`config.mk`:
```
export PLATFORM = sky130hd
export DESIGN_NAME = glyph_loader
export DESIGN_NICKNAME = d
export VERILOG_FILES = /design/src/rtl/glyph_loader.sv
export SDC_FILE = /design/constraint.sdc
export NUM_CORES = 1
export LEC_CHECK = 0
export BUFFER_PORTS_ARGS = -buffer_cell sky130_fd_sc_hd__buf_2
export CAP_MARGIN = 20
export CORE_MARGIN = 5
export CORE_UTILIZATION = 45
export CTS_BUF_LIST = sky130_fd_sc_hd__clkbuf_8
export CTS_CLUSTER_SIZE = 14
export DETAILED_ROUTE_END_ITERATION = 16
export PLACE_DENSITY = 0.71
export SYNTH_ARGS = -nofsm -noshare
export SYNTH_HDL_FRONTEND = slang
export SYNTH_SLANG_ARGS = --single-unit
```
`constraint.sdc`:
```
create_clock -name CLK -period 1.9 [get_ports CLK]
set_input_delay 0.38 -clock CLK [delete_from_list [all_inputs] [get_ports CLK]]
set_output_delay 0.38 -clock CLK [all_outputs]
set_load 0.1 [all_outputs]
```
`src/rtl/glyph_loader.sv`:
```
// glyph_loader: sequences LOAD / FILL commands into the 2048x8 glyph bitmap RAM.
// Each command writes 16 rows at address {char, row}, rows 0..15 in order.
// Writes only go out while the blanking window is open, so they cannot collide
// with active video reads. The write port outputs are registered and lag the
// handshake by one cycle.
module glyph_loader #(
  parameter bit USE_WINDOW = 1'b1,
  parameter int ROWS_LOG2  = 4
) (
  input  logic        CLK,
  input  logic        RST,
  input  logic        cmd_valid,
  output logic        cmd_ready,
  input  logic        cmd_op,
  input  logic [6:0]  cmd_char,
  input  logic [7:0]  cmd_fill,
  input  logic        data_valid,
  input  logic [7:0]  data,
  output logic        data_ready,
  input  logic        window,
  input  logic        abort,
  output logic        busy,
  output logic        done,
  output logic [7:0]  glyph_count,
  output logic [7:0]  write_data,
  output logic [10:0] write_addr,
  output logic        write_strobe
);

  typedef enum logic [1:0] {
    IDLE = 2'd0,
    LOAD = 2'd1,
    FILL = 2'd2,
    DONE = 2'd3
  } state_t;

  localparam logic [ROWS_LOG2-1:0] LAST_ROW = '1;

  state_t                 state_reg, state_next;
  logic [6:0]             char_reg, char_next;
  logic [7:0]             fill_reg, fill_next;
  logic [ROWS_LOG2-1:0]   row_reg, row_next;
  logic [7:0]             count_reg;
  logic                   strobe_reg, strobe_next;
  logic [7:0]             wdata_reg, wdata_next;
  logic [10:0]            waddr_reg, waddr_next;
  logic                   win;

  // With the window disabled, writes are always permitted.
  assign win = window | (USE_WINDOW == 1'b0);

  // State, command latches, write-port registers and completion counter.
  always_ff @(posedge CLK) begin
    if (RST) begin
      state_reg  <= IDLE;
      char_reg   <= '0;
      fill_reg   <= '0;
      row_reg    <= '0;
      count_reg  <= '0;
      strobe_reg <= 1'b0;
      wdata_reg  <= '0;
      waddr_reg  <= '0;
    end else begin
      state_reg  <= state_next;
      char_reg   <= char_next;
      fill_reg   <= fill_next;
      row_reg    <= row_next;
      strobe_reg <= strobe_next;
      wdata_reg  <= wdata_next;
      waddr_reg  <= waddr_next;
      if (state_reg == DONE) begin
        count_reg <= count_reg + 8'd1;
      end
    end
  end

  // Next-state logic, handshakes and the write that goes out next cycle.
  always_comb begin
    state_next  = state_reg;
    char_next   = char_reg;
    fill_next   = fill_reg;
    row_next    = row_reg;
    strobe_next = 1'b0;
    wdata_next  = wdata_reg;
    waddr_next  = waddr_reg;
    cmd_ready   = 1'b0;
    data_ready  = 1'b0;

    case (state_reg)
      IDLE: begin
        cmd_ready = 1'b1;
        if (cmd_valid) begin
          char_next = cmd_char;
          if (cmd_op) begin
            fill_next = cmd_fill;
          end
          row_next   = '0;
          state_next = cmd_op ? FILL : LOAD;
        end
      end

      LOAD: begin
        // Abort forces data_ready low so a final-row handshake cannot slip in.
        data_ready = win & ~abort;
        if (abort) begin
          state_next = IDLE;
        end else if (data_valid && win) begin
          strobe_next = 1'b1;
          waddr_next  = {char_reg, row_reg};
          wdata_next  = data;
          row_next    = row_reg + 1'b1;
          if (row_reg == LAST_ROW) begin
            state_next = DONE;
          end
        end
      end

      FILL: begin
        if (abort) begin
          state_next = IDLE;
        end else if (win) begin
          strobe_next = 1'b1;
          waddr_next  = {char_reg, row_reg};
          wdata_next  = fill_reg;
          row_next    = row_reg + 1'b1;
          if (row_reg == LAST_ROW) begin
            state_next = DONE;
          end
        end
      end

      DONE: begin
        state_next = IDLE;
      end

      default: begin
        state_next = IDLE;
      end
    endcase
  end

  assign busy         = (state_reg != IDLE);
  assign done         = (state_reg == DONE);
  assign glyph_count  = count_reg;
  assign write_strobe = strobe_reg;
  assign write_data   = wdata_reg;
  assign write_addr   = waddr_reg;

endmodule

```
==> flow_metrics.tcl <==
set metrics [dict create \
    outcome "finished clean" \
    arrival_ns 1.42 \
    floorplan.initialDensity 0.459 \
    clock_sink_count 49 \
    chipWidth_um 79.2 \
    largest_reg_flops 11 \
    count_of_standard_cell_rows 25 \
    cts_made_buffers 5 \
    ys_warn_count 0 \
    hold_path_class "in2reg" \
    synthesis.nets 267 \
    end_kind "primary output" \
    syn-instance-count 228 \
    grt-ovfl-total 0 \
    synthTopCellsByArea "sky130_fd_sc_hd__dfxtp_1 46%, sky130_fd_sc_hd__mux2i_1 13%, sky130_fd_sc_hd__nor2_1 5.9%, sky130_fd_sc_hd__ha_1 5.2%, sky130_fd_sc_hd__a21oi_1 3.3%" \
    ys_seq_elements 49 \
    multi_input_gate_area_in_the_final_layout_mm2 0.00109 \
    diodes 0 \
    synth-edff-count 0 \
    postCtsSetupRepairBufs 0 \
    clk-insertion-delay-late_ns 0.29 \
    launch_instance_of_the_worst_register_to_register_path "state_reg[0]" \
    grt_antenna_before_repair 0 \
    rsz_0062_raised_after_global_routing "no" \
    die_h_um 79.2 \
    critical_path_data_required_time_ns 1.52 \
    vias_per_cell 5.12 \
    final.period_utilization 0.948 \
    max_freq_mhz 555 \
    timing.clock.skew_ns 0.00342 \
    async_flop_share 0 \
    hold_buffers 0 \
    detailed_place_hpwl_mm 3.50 \
    groute.usage.overall 0.156 \
    p_per_area_mw_per_mm2 1420 \
    cellLeakagePower_nw 1.18 \
    routed-via-count 1771 \
    worstSetupStartpoint "state_reg[0]" \
    drc 0 \
    floorplan.io_pins 62 \
    worst_setup_path_start_kind "flop" \
    post-synth-top-area-fraction 0.455 \
    cts_tree "yes" \
    wire_length_of_the_first_global_routing_pass_mm 7.85 \
    min_period_ns 1.80 \
    wl_mm 4.66 \
    timing.final.max_slew_violations 0 \
    max_slew.worst_pin.slew_ns 0.504 \
    hold_ws_ns 0.310 \
    final-seq-area_um2 982 \
    worst-path-max-fanout 10 \
    gp_routability_congestion 0.783 \
    timing.max_slew.rel_slack 0.667 \
    ir_drop_mv 0.586 \
    depth_of_the_cts_h_tree 2 \
    floorplan.die_area_mm2 0.00628 \
    maximum_number_of_pins_on_one_net_before_global_route_repair 29 \
    setup_violations 0 \
    grt_pass1_vias 1692 \
    layout-drive-gt1-share 0.295 \
    path_clk_slew_ns 0.09 \
    area_delta_synth_final_pct 24.0 \
    synth-main-ff-cell "sky130_fd_sc_hd__dfxtp_1" \
    detail_route.iter0.violations 55 \
    synth_area_leader_cell "sky130_fd_sc_hd__dfxtp_1" \
    seq_area_frac_synth 0.455 \
    drv_cap 0 \
    postLayoutCoreUtil 0.570 \
    drt.antenna.violating_nets 0 \
    drt-wirelength-per-cell_um 13.5 \
    nNetsFinal 331 \
    postSynthAreaPerCell_um2 9.46 \
    synth.lib_cells_used.distinct 38 \
    final_hold_viol_count 0 \
    synth.cell_area_mm2 0.00216 \
    path_class "reg2out" \
    clk_path_buf_depth 2 \
    n_fill_cell 434 \
    clk_root_buffer_cell "sky130_fd_sc_hd__clkbuf_8" \
    place.port_buffers 61 \
    hold_path.startpoint "cmd_fill[4]" \
    drt_pass1_iterations 4 \
    placeableCoreArea_mm2 0.00469 \
]
[Yosys cell counts, types with 3 or more instances]
library cell,count
sky130_fd_sc_hd__dfxtp_1,49
sky130_fd_sc_hd__nor2_1,34
sky130_fd_sc_hd__mux2i_1,29
sky130_fd_sc_hd__a21oi_1,14
sky130_fd_sc_hd__nand2_1,11
sky130_fd_sc_hd__nand3_1,11
sky130_fd_sc_hd__a211oi_1,9
sky130_fd_sc_hd__ha_1,9
sky130_fd_sc_hd__inv_1,8
sky130_fd_sc_hd__clkbuf_1,6
sky130_fd_sc_hd__nand4_1,4
sky130_fd_sc_hd__nor2b_1,4
sky130_fd_sc_hd__xor2_1,4
sky130_fd_sc_hd__nor3_1,3
sky130_fd_sc_hd__o21ai_1,3
sky130_fd_sc_hd__or3_1,3
[layout make-up]
| class | count | share of cell area |
|---|---|---|
| clock buffer | 5 | 0.0257 |
| clock inverter | 2 | 0.0131 |
| inverter | 8 | 0.0112 |
| multi-input combinational | 159 | 0.409 |
| sequential | 49 | 0.367 |
| tap | 54 | 0.0253 |
| timing repair buffer | 69 | 0.149 |
[where the power goes]
part,total [mW],switching (mW),internal (mW)
clock,0.709,0.326,0.383
combinational,1.87,1.24,0.623
sequential,1.22,0.0745,1.14
[per-layer routing]
| layer | global-route usage | vias to the layer above | wire length [um] |
|---|---|---|---|
| met4 | 0.0412 | 0 | 37 |
| li1 | - | 916 | - |
| met3 | 0.0476 | 2 | 278 |
| met2 | 0.262 | 40 | 2210 |
| met1 | 0.192 | 813 | 2140 |
| met5 | 0 | - | 0 |
[layout by cell type, fill, tap and decap left out, types with 5 or more instances in the layout]
cell type                  Yosys  routed
sky130_fd_sc_hd__a211oi_1      9       9
sky130_fd_sc_hd__buf_2         2      58
sky130_fd_sc_hd__a21oi_1      14      14
sky130_fd_sc_hd__nand2_1      11      11
sky130_fd_sc_hd__nand3_1      11      11
sky130_fd_sc_hd__mux2i_1      29      29
sky130_fd_sc_hd__nor2_1       34      34
sky130_fd_sc_hd__dfxtp_1      49      48
sky130_fd_sc_hd__clkbuf_8      0       5
sky130_fd_sc_hd__buf_4         2       8
sky130_fd_sc_hd__ha_1          9       6
sky130_fd_sc_hd__inv_1         8       7
[final timing paths]
path	end	slack, ns	depth (start not counted)
worst max-delay path	busy	0.1	5
worst min-delay path	fill_reg[4]	0.31	3
worst max register to register	row_reg[2]	0.12	6
worst min register to register	char_reg[0]	0.46	2
[worst max-delay path: stages (launching register included)]
cell	delay [ns]
sky130_fd_sc_hd__dfxtp_1	0.33
sky130_fd_sc_hd__inv_1	0.10
sky130_fd_sc_hd__ha_1	0.24
sky130_fd_sc_hd__buf_4	0.18
sky130_fd_sc_hd__inv_1	0.10
sky130_fd_sc_hd__buf_12	0.18
[per-stage QoR]
stage	setup WS (ns)	setup TNS, ns	instances	power, mW	area (um^2)
2_1_floorplan	-0.0254	-0.0254	228	2.70	2170
3_3_place_gp	0.0869	0	339	3.08	2560
3_5_place_dp	0.0210	0	339	3.11	2560
4_1_cts	0.0122	0	346	3.82	2670
5_1_grt	0.0123	0	346	4.01	2670
6_report	0.0987	0	346	3.79	2670
[timing repair]
item                                    in CTS  in global routing
gates resized for setup                      1                  3
endpoints found under the hold margin        0                  0
endpoints found under the setup margin       1                  4
gates cloned                                 0                  0
[cells by family (layout without fill, tap and decap cells)]
group / Yosys count / in the layout / share of synthesized area
adder cells (fa/ha/maj): 9 / 9 / 0.0522
AO/OA/AOI/OAI: 37 / 37 / 0.114
AND/OR/NAND/NOR: 79 / 79 / 0.178
buffers and inverters: 20 / 84 / 0.0464
flip-flops: 49 / 49 / 0.455
multiplexers: 29 / 29 / 0.135
XOR/XNOR: 5 / 5 / 0.0203
Power figures use the tool's default switching activity.
